`config.mk`:
```
export PLATFORM = sky130hd
export DESIGN_NAME = state_dump_engine
export DESIGN_NICKNAME = d
export VERILOG_FILES = /design/src/rtl/dump_pkg.sv /design/src/rtl/dump_out_reg.sv /design/src/rtl/state_dump_engine.sv
export SDC_FILE = /design/constraint.sdc
export NUM_CORES = 1
export LEC_CHECK = 0
export ABC_AREA = 1
export CORE_ASPECT_RATIO = 1.75
export CORE_MARGIN = 3
export CORE_UTILIZATION = 40
export DETAILED_ROUTE_END_ITERATION = 16
export PLACE_DENSITY = 0.71
export SLEW_MARGIN = 10
export SYNTH_ARGS = -nofsm -noshare
export SYNTH_HDL_FRONTEND = slang
export SYNTH_SLANG_ARGS = --single-unit
```
`constraint.sdc`:
```
create_clock -name clk -period 2.5 [get_ports clk]
set_input_delay 0.5 -clock clk [delete_from_list [all_inputs] [get_ports clk]]
set_output_delay 0.5 -clock clk [all_outputs]
set_load 0.05 [all_outputs]
```
`src/rtl/dump_pkg.sv`:
```
// dump_pkg: shared state encoding and output tag layout for the state dump engine.
package dump_pkg;
    typedef enum logic [2:0] {IDLE, RUN, RF, DM, DONE} state_t;
    localparam int TAG_W       = 9;
    localparam int TAG_MEM_BIT = 8;
    localparam int TAG_IDX_W   = 8;
    function automatic logic [TAG_W-1:0] mk_tag(input logic is_mem, input logic [TAG_IDX_W-1:0] idx);
        return {is_mem, idx};
    endfunction
endpackage

```
`src/rtl/dump_out_reg.sv`:
```
// dump_out_reg: valid/ready output register; a loaded word is held until the sink takes it.
//   clk, rst(async, active-low), load (capture din/tin/lin), ready (sink accept),
//   valid/data/tag/last (registered word presented to the sink).
module dump_out_reg
    import dump_pkg::*;
#(
    parameter int W = 32
) (
    input  logic             clk,
    input  logic             rst,
    input  logic             load,
    input  logic             ready,
    input  logic [W-1:0]     din,
    input  logic [TAG_W-1:0] tin,
    input  logic             lin,
    output logic             valid,
    output logic [W-1:0]     data,
    output logic [TAG_W-1:0] tag,
    output logic             last
);
    always_ff @(posedge clk or negedge rst)
        if (!rst) begin
            valid <= 1'b0;
            data  <= '0;
            tag   <= '0;
            last  <= 1'b0;
        end else if (load) begin
            valid <= 1'b1;
            data  <= din;
            tag   <= tin;
            last  <= lin;
        end else if (ready) begin
            valid <= 1'b0;
            last  <= 1'b0;
        end
endmodule

```
`src/rtl/state_dump_engine.sv`:
```
// state_dump_engine: runs the CPU for a programmed cycle count, then streams the RF and a DMEM window.
//   start/run_cycles begin a session; cpu_run gates the CPU; rf_*/dm_* are combinational read ports;
//   out_valid/out_ready/out_data/out_tag/out_last stream the dump; busy/done report session state.
module state_dump_engine
    import dump_pkg::*;
#(
    parameter int XLEN     = 32,
    parameter int NREGS    = 32,
    parameter int DM_WORDS = 32,
    parameter int DM_BASE  = 0,
    parameter int DM_AW    = 10,
    parameter int CNT_W    = 16
) (
    input  logic             clk,
    input  logic             rst,
    input  logic             start,
    input  logic [CNT_W-1:0] run_cycles,
    output logic             cpu_run,
    output logic [4:0]       rf_raddr,
    input  logic [XLEN-1:0]  rf_rdata,
    output logic [DM_AW-1:0] dm_raddr,
    input  logic [XLEN-1:0]  dm_rdata,
    output logic             out_valid,
    input  logic             out_ready,
    output logic [XLEN-1:0]  out_data,
    output logic [TAG_W-1:0] out_tag,
    output logic             out_last,
    output logic             busy,
    output logic             done
);
    localparam int IW = 16;
    state_t           state;
    logic [CNT_W-1:0] cnt;
    logic [IW-1:0]    idx;
    logic             rf_end, dm_end, want, issue, drain_done;
    assign rf_end     = idx == IW'(NREGS - 1);
    assign dm_end     = idx == IW'(DM_WORDS - 1);
    // once the last word is in the output register nothing more is issued; we only wait for its handshake
    assign want       = state == RF || (state == DM && !(out_valid && out_last));
    assign issue      = want && (!out_valid || out_ready);
    assign drain_done = state == DM && out_valid && out_ready && out_last;
    assign rf_raddr   = state == RF ? idx[4:0] : '0;
    assign dm_raddr   = state == DM ? DM_AW'(DM_BASE + int'(idx)) : '0;
    assign cpu_run    = state == RUN;
    assign busy       = state == RUN || state == RF || state == DM;
    assign done       = state == DONE;
    always_ff @(posedge clk or negedge rst)
        if (!rst) begin
            state <= IDLE;
            cnt   <= '0;
            idx   <= '0;
        end else begin
            case (state)
                IDLE, DONE: if (start) begin
                    state <= run_cycles != '0 ? RUN : RF;
                    cnt   <= run_cycles;
                    idx   <= '0;
                end
                RUN: begin
                    cnt <= cnt - CNT_W'(1);
                    if (cnt == CNT_W'(1)) state <= RF;
                end
                RF: if (issue) begin
                    state <= rf_end ? DM : RF;
                    idx   <= rf_end ? '0 : idx + IW'(1);
                end
                DM: begin
                    if (drain_done) state <= DONE;
                    else if (issue && !dm_end) idx <= idx + IW'(1);
                end
                default: state <= IDLE;
            endcase
        end
    dump_out_reg #(.W(XLEN)) u_out (
        .clk   (clk),
        .rst   (rst),
        .load  (issue),
        .ready (out_ready),
        .din   (state == RF ? rf_rdata : dm_rdata),
        .tin   (mk_tag(state == DM, idx[TAG_IDX_W-1:0])),
        .lin   (state == DM && dm_end),
        .valid (out_valid),
        .data  (out_data),
        .tag   (out_tag),
        .last  (out_last)
    );
endmodule
```
==> results of run 1 <==
cell usage after synthesis, drive strengths merged (4+ instances only):
library cell	n	area (um^2)
a21oi	7	42.5
clkbuf	13	50.0
nor2	94	368
nand3	35	175
o21ai	89	449
ha	4	50.1
nand2	192	731
buf	12	80.1
inv	52	195
dfrtp	78	1950
or2	33	206
xor2	8	70.1
area by class of cell:
cell class	instances	area, um^2	area share, %
flip-flops and latches	78	1950	29.7
repair buffers	154	1700	25.8
clock inverters	7	97.6	1.48
well taps	130	163	2.47
inverters	53	203	3.08
clock buffers	9	225	3.43
multi-input cells	480	2240	34.0
flip-flops by register name, indices dropped and copies added, names as in the netlist:
| register | cells |
|---|---|
| u_out.last | 1 |
| idx | 16 |
| cnt | 16 |
| state | 3 |
| u_out.valid | 1 |
| u_out.tag | 9 |
| u_out.data | 32 |
routing by layer:
| layer | global-route usage, % | routed length, um | vias to the layer above |
|---|---|---|---|
| met5 | 0 | 0 | - |
| met4 | 10.8 | 605 | 0 |
| met3 | 4.12 | 945 | 43 |
| met2 | 40.6 | 7750 | 198 |
| met1 | 24.5 | 4950 | 2228 |
| li1 | - | - | 2306 |
worst paths after layout:
path	startpoint	endpoint
max	state[1]	busy
min reg2reg	u_out.data[30]	u_out.data[30]
min	rst	u_out.data[22]
max in group asynchronous	rst	cnt[13]
max reg2reg	idx[0]	idx[15]
min in group clk	u_out.data[30]	u_out.data[30]
per-stage QoR:
step	hold WS, ps	power (mW)
after global routing	179	8.42
after global placement	468	6.38
final	134	7.92
after floorplan	204	4.98
after CTS	159	7.94
after detailed placement	472	6.48
kinds of logic (layout without fill, tap and decap cells):
group | count (synthesis) | in the layout
compound gates | 108 | 108
buf+inv | 78 | 223
flops | 78 | 78
simple gates | 359 | 359
xor+xnor | 9 | 9
fa+ha+maj | 4 | 4
power by group through the flow:
stage	clock [mW]	combinational, mW	sequential, mW
2_1_floorplan	0	1.90	3.08
3_3_place_gp	0	4.30	2.08
6_report	1.42	4.41	2.09
5_1_grt	1.50	4.77	2.15
3_5_place_dp	0	4.38	2.10
4_1_cts	1.46	4.40	2.08
repair_timing:
| action | 4_1_cts | 5_1_grt |
|---|---|---|
| hold buffers | 0 | 0 |
| endpoints found under the setup margin | 0 | 10 |
| endpoints found under the hold margin | 0 | 0 |
| resized for setup | 0 | 2 |
| buffers inserted | 0 | 3 |
critical path, delay by kind of cell (launching register included):
family / cells / cell delay [ps]
buffers and inverters: 1 / 830
DFF: 1 / 470
and+or+nand+nor: 2 / 250
==> impl_metrics.toml, run 1 <==
[status]
status = "finished clean"

[synth]
synth_mux_area_share_pct = 0
ys_seq_area_share_pct = 43.2
yosys.area_share.xor_xnor_pct = 1.75
synthAdderAreaFrac_pct = 1.11
ys_async_sr_fraction_pct = 100
synth_area_um2 = 4510
syn_area_per_cell_um2 = 7.10
ys_seq_elements = 78
yosysWarnings = 0
synth_edf_count = 0
synth_nets = 724
synth_top_family_by_area = "simple AND/OR/NAND/NOR gates"
synth_compound_area_share_pct = 12.9
synth_simple_gate_area_share_pct = 33.7
postSynthCellCount = 636
synth_cell_types = 36
yosys_most_used_dff = "dfrtp_1"

[power_and_ir_drop]
power_density_nw_per_um2 = 1210
seq_power_share_pct = 26.3
clkPwrFrac_pct = 18.0
switchingPower_mw = 3.82
intPower_mw = 4.10
p_leak_nw = 2.96
peakVddDrop_uv = 848
p_sw_share_pct = 48.3
p_comb_share_pct = 55.7

[finish]
final_cell_mix = "nand2_1, clkdlybuf4s50_1, nor2_1, o21ai_0, dfrtp_1"
drive_above_1_share_pct = 12.2
post-route-util_pct = 60.4
n_antenna_cell = 0
nNetsFinal = 864
num-fill-cells = 979
final_cell_area_um2 = 6570
area_delta_synth_final_pct = 45.7
finalNonFillerCells = 911
final_common_cell = "nand2_1"

[timing]
rsz0062_at_grt = "no"
hold_violations = 0
max_slew.worst_pin.slew_ps = 575
slew-limit-headroom_pct = 61.6
fin_crit_ps = 2400
setup_viol_count_final = 0
timing.final.crit_share_pct = 96.0
slew_violations = 0
clock.fmax_mhz = 417
fin_ws_ps = 100
final.setup.tns_ps = 0
skew_ps = 6.00

[detailed_routing]
first_pass_iters = 5
drc = 0
wl_mm = 14.3
wl_per_cell_um = 15.6
via_per_inst = 5.24
drtIter0Drc = 235
vias = 4775
ant_nets = 0

[clock_tree]
insertion_delay_ps = 340
clockBufferDepth = 2
h-tree-depth = 3
path_clk_slew_ps = 60
cts.sinks = 78
cts_tree = "built"
numCtsBuffers = 9
cts_root_buf = "clkbuf_16"

[worst_setup_path]
start_kind = "register"
slowest_stage = "clkdlybuf4s50_1"
cp_max_fo = 5
path_cells = "nor2_1, nor2_1, clkdlybuf4s50_1"
rr_worst_depth = 11
cp.arrival_ps = 1900
worst_path_largest_cell_delay_ps = 830
crit_type = "register to output port"
critPathRequiredTime_ps = 2000
rrSetupSlack_ps = 720
endpoint_kind = "output port"
crit_top_cell = "nor2_1"

[die]
die_w_um = 86.3
num_io_pins = 145
dieArea_um2 = 12600
start_util_pct = 41.5
num_rows = 50
die_y_um = 147
fp.coreArea_um2 = 10900

[global_route]
grt_pass1_vias = 4683
grt-ovfl-total = 0
grtUsageTotal_pct = 22.4
antenna_found_initial = 0
grt_pass1_wl_mm = 22.4
grt_max_degree = 85

[placement]
dp_hpwl_mm = 10.7
gp_congestion = 0.932
dp.cells = 892
dp_slack_ps = 402
port-buffer-count = 144
postPlaceCellArea_um2 = 6220

[min_path]
hp-class = "input port to asynchronous set/reset pin"

[job]
maxCapViolCount = 0
No activity file was read; power rests on OpenSTA's default activity.
==> inputs of run 2 (changes only) <==
--- a/config.mk
+++ b/config.mk
@@ -6,6 +6,7 @@
 export NUM_CORES = 1
 export LEC_CHECK = 0
 export ABC_AREA = 1
+export CAP_MARGIN = 20
 export CORE_ASPECT_RATIO = 1.75
 export CORE_MARGIN = 3
 export CORE_UTILIZATION = 40
==> constraint.sdc (replaced) <==
create_clock -name clk -period 2.8 [get_ports clk]
set_input_delay 0.56 -clock clk [delete_from_list [all_inputs] [get_ports clk]]
set_output_delay 0.56 -clock clk [all_outputs]
set_load 0.05 [all_outputs]
==> run 2 against run 1 <==
  * Routed wire length shrank 2.1%
  * Clock skew grew 0.89 ps
  * Global-route usage grew 0.19 points
  * Via count shrank 2.3%
  * Sequential power shrank 11%
  * Setup slack gained 180 ps
  * Core utilization shrank 1.4 points
  * Critical path type unchanged
==> impl_metrics.toml, run 2 (synthesized netlist as in run 1, its figures left out) <==
[status]
status = "finished clean"

[finish]
drive_above_1_share_pct = 11.6
top_regs = "u_out.data (32), cnt (16), idx (16)"
post-route-util_pct = 59.0
largest_register_ffs = 32
final_cell_mix = "nand2_1, clkdlybuf4s50_1, nor2_1, o21ai_0, dfrtp_1"
finalNonFillerCells = 908
nNetsFinal = 860
final_common_cell = "nand2_1"
final_cell_area_um2 = 6420
area_delta_synth_final_pct = 42.2
largest_register = "u_out.data"

[global_route]
grtUsageTotal_pct = 22.6
grt-ovfl-total = 0
grt_pass1_vias = 4765
grt_pass1_wl_mm = 22.7
grt_max_degree = 79
antenna_found_initial = 1

[detailed_routing]
wl_per_cell_um = 15.4
dr_wl_met3_um = 724
drtIter0Drc = 255
wl_met1_mm = 5.05
wl_met2_mm = 7.64
first_pass_iters = 5
drc = 0
via_per_inst = 5.14
top_layer = "met4"
vias = 4667
ant_nets = 0
wl_mm = 14.0

[timing]
fin_ws_ps = 276
clock.fmax_mhz = 396
max_slew.worst_pin.slew_ps = 576
fin_crit_ps = 2520
slew-limit-headroom_pct = 61.6
setup_viol_count_final = 0
skew_ps = 6.89
rsz0062_at_grt = "no"
final.setup.tns_ps = 0
hold_violations = 0
timing.final.crit_share_pct = 90.1
slew_violations = 0
hold_slack_ps = 128

[clock_tree]
cts_root_buf = "clkbuf_16"
cts_resized = 0
numCtsBuffers = 9
insertion_delay_ps = 330
clockBufferDepth = 2
cts_setup_buffers = 0
cts.sinks = 78
ctsHoldBuffers = 0
cts_tree = "built"
h-tree-depth = 3
path_clk_slew_ps = 60

[worst_setup_path]
rr_worst_depth = 9
regToRegStartpoint = "state[2]"
critPathTopFamily = "buffers and inverters"
start_kind = "register"
slowest_stage = "dfrtp_1"
crit_type = "register to output port"
path_cells = "inv_2, nand2_2, nor2_2, inv_1, nor2_1, buf_12"
cp_max_fo = 15
worst_path_largest_cell_delay_ps = 470
critPathRequiredTime_ps = 2240
cp.arrival_ps = 1960
endpoint_kind = "output port"
crit_start = "state[2]"
path_buf_inv = 3
cp_num_cells = 6

[power_and_ir_drop]
peakVddDrop_uv = 639
power_mw = 6.91
switchingPower_mw = 3.40
p_comb_share_pct = 55.7
power_density_nw_per_um2 = 1080
p_sw_share_pct = 49.1
seq_power_share_pct = 27.0
intPower_mw = 3.51
p_leak_nw = 2.91
clkPwrFrac_pct = 17.4

[die]
die_w_um = 86.3
num_rows = 50
start_util_pct = 41.5
dieArea_um2 = 12600
fp.coreArea_um2 = 10900
num_io_pins = 145
die_y_um = 147

[placement]
dp_slack_ps = 606
port-buffer-count = 144
dp_hpwl_mm = 10.7
dp.cells = 890
postPlaceCellArea_um2 = 6080
gp_congestion = 0.923

[job]
maxCapViolCount = 0

[min_path]
hp-class = "input port to asynchronous set/reset pin"
-- run 2: cell count changes in the layout (fill, tap and decap cells not counted) --
cell / change
bufinv_16: -1
clkinv_2: -1
clkbuf_8: +1
buf_4: +5
diode_2: +1
nor2_2: +1
nor2_4: -1
buf_12: -10
inv_1: +1
buf_16: +1
-- run 2: path summary, 6_finish.rpt --
check	end	slack, ps
min reg2reg	u_out.data[13]	490
min in group clk	u_out.data[13]	490
max in group asynchronous	cnt[0]	2080
max	dm_raddr[9]	280
max reg2reg	idx[8]	880
min	u_out.data[22]	130
-- run 2: cell type report --
type	count	area, um^2
diodes	1	2.50
inverters	53	199
repair buffers	150	1560
clock buffers	10	239
flip-flops and latches	78	1950
fillers	1017	4470
well taps	130	163
multi-input cells	480	2230
clock inverters	6	70.1
-- run 2: power groups by stage --
stage,sequential [mW],clock (mW),combinational (mW)
6_report,1.86,1.20,3.85
5_1_grt,1.92,1.28,4.19
4_1_cts,1.86,1.22,3.87
3_5_place_dp,1.87,0,3.85
3_3_place_gp,1.85,0,3.79
2_1_floorplan,2.75,0,1.70
-- run 2: per-layer routing --
metal  track usage, %  vias to the layer above
li1                 -                     2295
met1             24.4                     2188
met2             41.3                      150
met3             4.01                       34
met4             11.0                        0
met5                0                        -
